[src/rtl/stage_memory_pkg.sv]
// Shared encodings for the memory-access pipeline stage.
package stage_memory_pkg;

    typedef enum logic [1:0] {
        IDLE = 2'd0,
        REQ  = 2'd1,
        WAIT = 2'd2
    } state_e;

    localparam logic [1:0] WORD_ALIGN_MASK = 2'b11;
    localparam logic [3:0] REG_NONE        = 4'h0;

endpackage

[src/rtl/stage_memory.sv]
// Memory stage: ALU results pass through in one cycle; aligned loads/stores run as a single
// valid/ready bus transaction while the upstream pipeline is stalled.
module stage_memory
    import stage_memory_pkg::*;
#(
    parameter int unsigned ADDR_W = 32,
    parameter int unsigned DATA_W = 32
) (
    input  logic              clk,
    input  logic              rst,
    input  logic [3:0]        in_addr,
    input  logic [31:0]       in_val,
    input  logic              is_mem,
    input  logic [ADDR_W-1:0] mem_addr,
    input  logic [DATA_W-1:0] mem_val,
    input  logic              mem_write,
    output logic              stall,
    output logic [3:0]        fwd_addr,
    output logic [31:0]       fwd_val,
    output logic [3:0]        wb_addr,
    output logic [31:0]       wb_val,
    output logic              misalign,
    output logic              bus_req_valid,
    input  logic              bus_req_ready,
    output logic [ADDR_W-1:0] bus_req_addr,
    output logic [DATA_W-1:0] bus_req_wdata,
    output logic              bus_req_write,
    input  logic              bus_resp_valid,
    input  logic [DATA_W-1:0] bus_resp_rdata
);

    state_e            r_state;
    state_e            w_state_d;
    logic              w_aligned;
    logic              w_stall;
    logic [3:0]        w_fwd_addr;
    logic [3:0]        r_wb_addr;
    logic [31:0]       r_wb_val;
    logic              r_misalign;
    logic              r_req_valid;
    logic [ADDR_W-1:0] r_req_addr;
    logic [DATA_W-1:0] r_req_wdata;
    logic              r_req_write;
    logic [3:0]        r_dest;

    assign w_aligned = (mem_addr[1:0] & WORD_ALIGN_MASK) == 2'b00;

    always_ff @(posedge clk) begin
        if (rst) begin
            r_state <= IDLE;
        end else begin
            r_state <= w_state_d;
        end
    end

    always_comb begin
        w_state_d  = r_state;
        w_stall    = 1'b0;
        w_fwd_addr = REG_NONE;
        case (r_state)
            IDLE: begin
                if (!is_mem) begin
                    w_fwd_addr = in_addr;
                end else if (w_aligned) begin
                    w_stall   = 1'b1;
                    w_state_d = REQ;
                end
            end
            REQ: begin
                w_stall = 1'b1;
                if (bus_req_ready) begin
                    w_state_d = WAIT;
                end
            end
            WAIT: begin
                w_stall = ~bus_resp_valid;
                if (bus_resp_valid) begin
                    w_state_d = IDLE;
                end
            end
            default: w_state_d = IDLE;
        endcase
    end

    // Writeback defaults to a bubble; only a completed ALU op or a response overrides it.
    always_ff @(posedge clk) begin
        if (rst) begin
            r_wb_addr   <= REG_NONE;
            r_wb_val    <= '0;
            r_misalign  <= 1'b0;
            r_req_valid <= 1'b0;
            r_req_addr  <= '0;
            r_req_wdata <= '0;
            r_req_write <= 1'b0;
            r_dest      <= REG_NONE;
        end else begin
            r_misalign <= 1'b0;
            r_wb_addr  <= REG_NONE;
            case (r_state)
                IDLE: begin
                    if (!is_mem) begin
                        r_wb_addr <= in_addr;
                        r_wb_val  <= in_val;
                    end else if (!w_aligned) begin
                        r_misalign <= 1'b1;
                    end else begin
                        r_req_valid <= 1'b1;
                        r_req_addr  <= mem_addr;
                        r_req_wdata <= mem_val;
                        r_req_write <= mem_write;
                        r_dest      <= mem_write ? REG_NONE : in_addr;
                    end
                end
                REQ: begin
                    if (bus_req_ready) begin
                        r_req_valid <= 1'b0;
                    end
                end
                WAIT: begin
                    if (bus_resp_valid) begin
                        r_wb_addr <= r_dest;
                        r_wb_val  <= r_req_write ? 32'h0 : 32'(bus_resp_rdata);
                    end
                end
                default: ;
            endcase
        end
    end

    assign stall         = w_stall;
    assign fwd_addr      = w_fwd_addr;
    assign fwd_val       = in_val;
    assign wb_addr       = r_wb_addr;
    assign wb_val        = r_wb_val;
    assign misalign      = r_misalign;
    assign bus_req_valid = r_req_valid;
    assign bus_req_addr  = r_req_addr;
    assign bus_req_wdata = r_req_wdata;
    assign bus_req_write = r_req_write;

endmodule

[config.mk]
export PLATFORM = sky130hd
export DESIGN_NAME = stage_memory
export DESIGN_NICKNAME = d
export VERILOG_FILES = /design/src/rtl/stage_memory_pkg.sv /design/src/rtl/stage_memory.sv
export SDC_FILE = /design/constraint.sdc
export NUM_CORES = 1
export LEC_CHECK = 0
export BUFFER_PORTS_ARGS = -buffer_cell sky130_fd_sc_hd__buf_4
export CAP_MARGIN = 25
export CORE_MARGIN = 1.5
export CORE_UTILIZATION = 44
export CTS_CLUSTER_DIAMETER = 100
export DETAILED_ROUTE_END_ITERATION = 10
export HOLD_SLACK_MARGIN = 0.06
export PLACE_DENSITY = 0.81
export RECOVER_POWER = 100
export SLEW_MARGIN = 10
export SYNTH_ARGS = -nofsm -noshare
export SYNTH_HDL_FRONTEND = slang
export SYNTH_SLANG_ARGS = --single-unit
[constraint.sdc]
create_clock -name clk -period 1.9 [get_ports clk]
set_input_delay 0.19 -clock clk [delete_from_list [all_inputs] [get_ports clk]]
set_output_delay 0.19 -clock clk [all_outputs]
set_load 0.03 [all_outputs]
# After elaboration in Yosys (flattened, before gate mapping)
# Cells that the tools add are included.
# W data, S select, Z words.
[op_classes] n_eq_ne=7 mux=22 bitwise=3 n_reduce_logical=9
[op_table] op="$mux W32" n=3
[op_table] op="$pmux W32 S2" n=1
[op_table] op="$mux W4" n=4
[op_table] op="$ne A2 B2 Y1 const B" n=5
[op_table] op="$mux W2" n=4
[op_table] op="$pmux W4 S2" n=1
[op_table] op="$reduce_and A4 Y1" n=2
[op_table] op="$mux W1" n=6
[op_table] op="$pmux W2 S3" n=1
[op_table] op="$reduce_and A3 Y1" n=2
[op_table] op="$logic_not A2 Y1" n=2
[op_table] op="$reduce_bool A2 Y1" n=2
[op_table] op="$not A1 Y1" n=3
[op_table] op="$pmux W1 S3" n=1
[op_table] op="$reduce_or A3 Y1" n=1
[op_table] op="$eq A2 B1 Y1 const B" n=1
[op_table] op="$eq A2 B2 Y1 const B" n=1
[op_table] op="$pmux W1 S2" n=1
[totals] regBits=109 input_bits=138 out_inout_bits=140 wordCells=50

# Longest topological paths before layout
[depth] word_depth=4 depth_mapped=6 depth_no_buf=3

# Worst setup path after synthesis
# Ideal clock, no wire load.
[synth_path] kind="reg-to-output" from="register r_state[0]" to="output stall" arrival_time_ns=1.322 required_ns=1.710 path_slack_ns=0.388 path_stages_with_launch=5 n_path_buf=2 path_cell_list="dfxtp_1 -> nand2b_1 -> buf_2 -> clkbuf_1 -> o22ai_1"
[synth_via] elab_chain_cells=2 elab_cells_between_ends=4 cone_classes="eq/ne: 2; mux: 1; reduce/logical: 1"
[synth_lines] item="from (decl)" line_no="stage_memory.sv:32" text="state_e r_state;"
[synth_lines] item="from (signal assigned)" line_no="stage_memory.sv:52" text="r_state <= w_state_d;"
[synth_lines] item="$eq A2 B2 Y1, or another cell as far along" line_no="stage_memory.sv:60" text="case (r_state)"
[synth_lines] item="$pmux W1 S3 *" line_no="stage_memory.sv:60"
[synth_lines] item="to (decl)" line_no="stage_memory.sv:17" text="output logic stall,"
# Every way passes the cells marked *; elsewhere a longest branch is shown, timed or not.

# Worst setup path after layout
[layout_path] from="register r_state[0]" to="register r_wb_val[31], in the netlist wb_val[31]"
[layout_via] elab_chain_cells=3 elab_cells_between_ends=7 cone_classes="eq/ne: 3; mux: 1; reduce/logical: 3"
[layout_lines] item="$eq A2 B2 Y1 or $logic_not A2 Y1 (tied branches)" line_no="stage_memory.sv:99" text="case (r_state)"
[layout_lines] item="$ne A2 B2 Y1 (no line) or $reduce_bool A2 Y1 (tied branches)"
[layout_lines] item="$reduce_and A3 Y1 (no line)"
[layout_lines] item="to (signal assigned)" line_no="stage_memory.sv:103" text="r_wb_val <= in_val;"
[layout_lines] item="to (signal assigned)" line_no="stage_memory.sv:122" text="r_wb_val <= r_req_write ? 32'h0 : 32'(bus_resp_rdata);"
[layout_lines] item="to (decl)" line_no="stage_memory.sv:38" text="logic [31:0] r_wb_val;"
# Several ways; a longest one is shown, not always the timed one.
# A chain may end at the register's enable or synchronous reset.

==> results.py <==
metrics = {
    "status": {
        "outcome": "finished, final reports clean",
    },
    "die": {
        "fp.dieH_um": 107,
        "core_area_sq_mm": 0.0104,
        "io_pins": 278,
        "num_rows": 37,
        "initial_core_util_pct": 45.6,
        "die_w_um": 107,
        "die_area_sq_mm": 0.0114,
    },
    "drt": {
        "antenna_left": 0,
        "drt-wirelength-per-cell_um": 17.2,
        "first_pass_iters": 6,
        "drt_first_iter_violations": 292,
        "vias": 5001,
        "drc": 0,
        "wl_um": 15300,
        "viasPerCell": 5.61,
    },
    "synth": {
        "synth_edf_count": 0,
        "netlist_area_sq_mm": 0.00475,
        "yosysTopAreaCell": "dfxtp_1",
        "async_flop_share_pct": 0,
        "synth_top_area_share_pct": 46.0,
        "avgSynthCellArea_sq_um": 8.84,
        "netlist_instances": 537,
        "synth-seq-cells": 109,
        "yosysUniqueCellTypes": 29,
        "synth.top_cells.by_area": "dfxtp_1 (46%), a21oi_1 (11%), nand3_1 (6.7%)",
        "syn_nets": 675,
        "synthFlopType": "dfxtp_1",
        "yosys_warnings": 0,
        "ys_seq_area_share_pct": 46.0,
    },
    "placed_design": {
        "port-buffer-count": 277,
        "place_inst": 871,
        "post-dp-hpwl_um": 10500,
        "pre_cts_ws_ns": 0.383,
        "routabilityCongestion": 0.787,
    },
    "min_path": {
        "hold_path_end": "bus_req_addr[14]$_SDFFE_PP0P_",
        "min_from": "mem_addr[14]",
        "hp-class": "input pin to register",
        "whs_path_depth": 3,
    },
    "final_layout": {
        "antenna_cells": 0,
        "area_growth_pct": 34.5,
        "layoutNonFillerInstCount": 892,
        "drive_above_1_share_pct": 23.3,
        "final_nets": 891,
        "nFillCells": 1016,
    },
    "clock_network": {
        "post_cts_buffers": 0,
        "clockBufferDepth": 2,
        "cts.sinks": 109,
        "cts_buffers": 9,
        "htreeDepth": 3,
        "clock_latency_ns": 0.36,
        "path_clk_slew_ns": 0.10,
        "cts-root-buf": "clkbuf_8",
        "cts_tree": "done",
    },
    "critical_path": {
        "critical_path_class": "register to register",
        "path_cells": "buf_4 -> inv_1 -> a31oi_2 -> buf_2 -> o2bb2ai_1",
        "regToRegEndpoint": "wb_val[31]$_SDFFE_PP0P_",
        "cpPeakStageDelay_ns": 0.53,
        "r2r_cells": 5,
        "end_kind": "register",
        "cp_max_fo": 32,
        "r2r_slack_ns": 0.16,
        "worst_path_max_delay_cell": "buf_2",
        "arrival_ns": 2.02,
        "crit_path_start_kind": "register",
        "worstPathRequired_ns": 2.18,
        "r2r-start": "r_state[0]$_SDFFE_PP0P_",
    },
    "power_and_ir_drop": {
        "intPower_mw": 3.39,
        "netSwitchingPower_mw": 1.44,
        "seq_power_share_pct": 50.6,
        "switching_share_pct": 29.8,
        "power_frac_clock_pct": 28.4,
        "power_mw": 4.83,
        "powerDensity_mw_per_mm2": 756,
        "p_comb_share_pct": 21.0,
        "ir_drop_uv": 408,
        "p_leak_nw": 2.37,
    },
    "global_routing": {
        "grt_pass1_wl_um": 23300,
        "grt_pass1_vias": 4763,
        "gr-total-overflow": 0,
        "antenna_found_initial": 0,
        "grt_max_degree": 70,
        "grtUsageTotal_pct": 25.5,
    },
    "sta": {
        "rsz0062_at_grt": "no",
        "setup_viol_count_final": 0,
        "slew_headroom_pct": 52.6,
        "post-route-min-period_ns": 1.74,
        "min_period_over_period_pct": 91.6,
        "fin_ws_ns": 0.159,
        "worst_pin_slew_ns": 0.711,
        "hold_violations": 0,
        "slew_violations": 0,
        "setup-tns-final_ns": 0,
        "fin_skew_ns": 0.00931,
        "fmax_ghz": 0.574,
    },
    "run": {
        "maxCapViolCount": 0,
    },
}
==> worst max path at each step <==
stage / cells past startpoint / endpoint / start / slack (ns)
after floorplan: 4 / stall / r_state[0]$_SDFFE_PP0P_ / 0.39
after global placement: 4 / r_state[0]$_SDFFE_PP0P_ / mem_addr[0] / 0.41
after detailed placement: 4 / bus_req_addr[5]$_SDFFE_PP0P_ / mem_addr[0] / 0.38
after CTS: 4 / fwd_addr[1] / r_state[0]$_SDFFE_PP0P_ / 0.01
after global routing: 5 / wb_val[31]$_SDFFE_PP0P_ / r_state[0]$_SDFFE_PP0P_ / 0.04
final: 5 / wb_val[31]$_SDFFE_PP0P_ / r_state[0]$_SDFFE_PP0P_ / 0.16
==> cells in the mapped netlist, drive strengths merged, types with 5 or more instances <==
master	n
nand3	64
nor2	5
o2bb2ai	32
clkbuf	42
buf	49
nor3	6
a21oi	100
o21ai	68
nor4bb	32
dfxtp	109
==> cells by family (layout without fill, tap and decap cells) <==
group,Yosys count,after routing,synth area share [%]
AO/OA/AOI/OAI,207,207,24.9
buffers and inverters,92,311,10.7
flip-flops,109,109,46.0
multiplexers,1,1,0.316
AND/OR/NAND/NOR,128,128,18.1
==> critical path: cells and delay by family, from the launching register on <==
family	cells	cell delay [ns]
compound gates	2	0.33
buf+inv	3	0.95
flops	1	0.36
==> stage by stage <==
step           utilization [%]  instance area, sq um  hold slack [ns]
3_5_place_dp              63.8                  6650            0.448
6_report                  61.3                  6380           0.0819
5_1_grt                   61.3                  6380           0.0677
3_3_place_gp              63.8                  6650            0.449
4_1_cts                   66.1                  6880           0.0609
2_1_floorplan                -                  4750            0.338
==> registers in the layout, indices dropped and copies added, names as in the netlist <==
register / cells
r_state: 2
bus_req_write: 1
wb_addr: 4
r_dest: 4
bus_req_addr: 32
wb_val: 32
bus_req_valid: 1
bus_req_wdata: 32
misalign: 1
==> cells in the final DEF, fill, tap and decap left out, drive strengths merged <==
master,n
a21oi,100
a31oi,1
a32oi,4
and2,4
buf,151
bufinv,1
clkbuf,148
clkinv,1
clkinvlp,2
dfxtp,109
dlygate4sd3,7
inv,1
mux2,1
nand2,1
nand2b,4
nand3,64
nand4b,4
nor2,5
nor2b,2
nor3,6
nor3b,3
nor4b,1
nor4bb,32
o21ai,68
o22ai,2
o2bb2ai,32
or2,1
or3b,1
==> power by group through the flow <==
stage | sequential [mW] | clock [mW] | combinational, mW
floorplan | 2.69 | 0 | 0.427
global placement | 2.49 | 0 | 1.10
detailed placement | 2.49 | 0 | 1.12
CTS | 2.44 | 1.41 | 1.13
global route | 2.45 | 1.51 | 1.08
finish | 2.44 | 1.37 | 1.02
==> metal layers <==
metal	vias to the layer above	wire [um]	GRT usage [%]
met4	0	416	10.6
met1	2367	5850	29.3
met3	31	1310	6.50
li1	2362	-	-
met5	-	0	0
met2	241	7760	44.9
==> area by class of cell <==
type / instances / area [sq um] / area share, %
multi-input combinational: 336 / 2070 / 32.4
clock inverter: 4 / 50.0 / 0.784
clock buffer: 10 / 138 / 2.16
tap: 136 / 170 / 2.67
sequential: 109 / 2180 / 34.2
timing repair buffer: 296 / 1770 / 27.8
inverter: 1 / 3.75 / 0.0588
==> repair_timing <==
action	CTS	global route
endpoints found under the hold margin	5	2
hold buffers	5	2
endpoints found under the setup margin	0	4
resized for setup	0	1
Power figures use the tool's default switching activity.
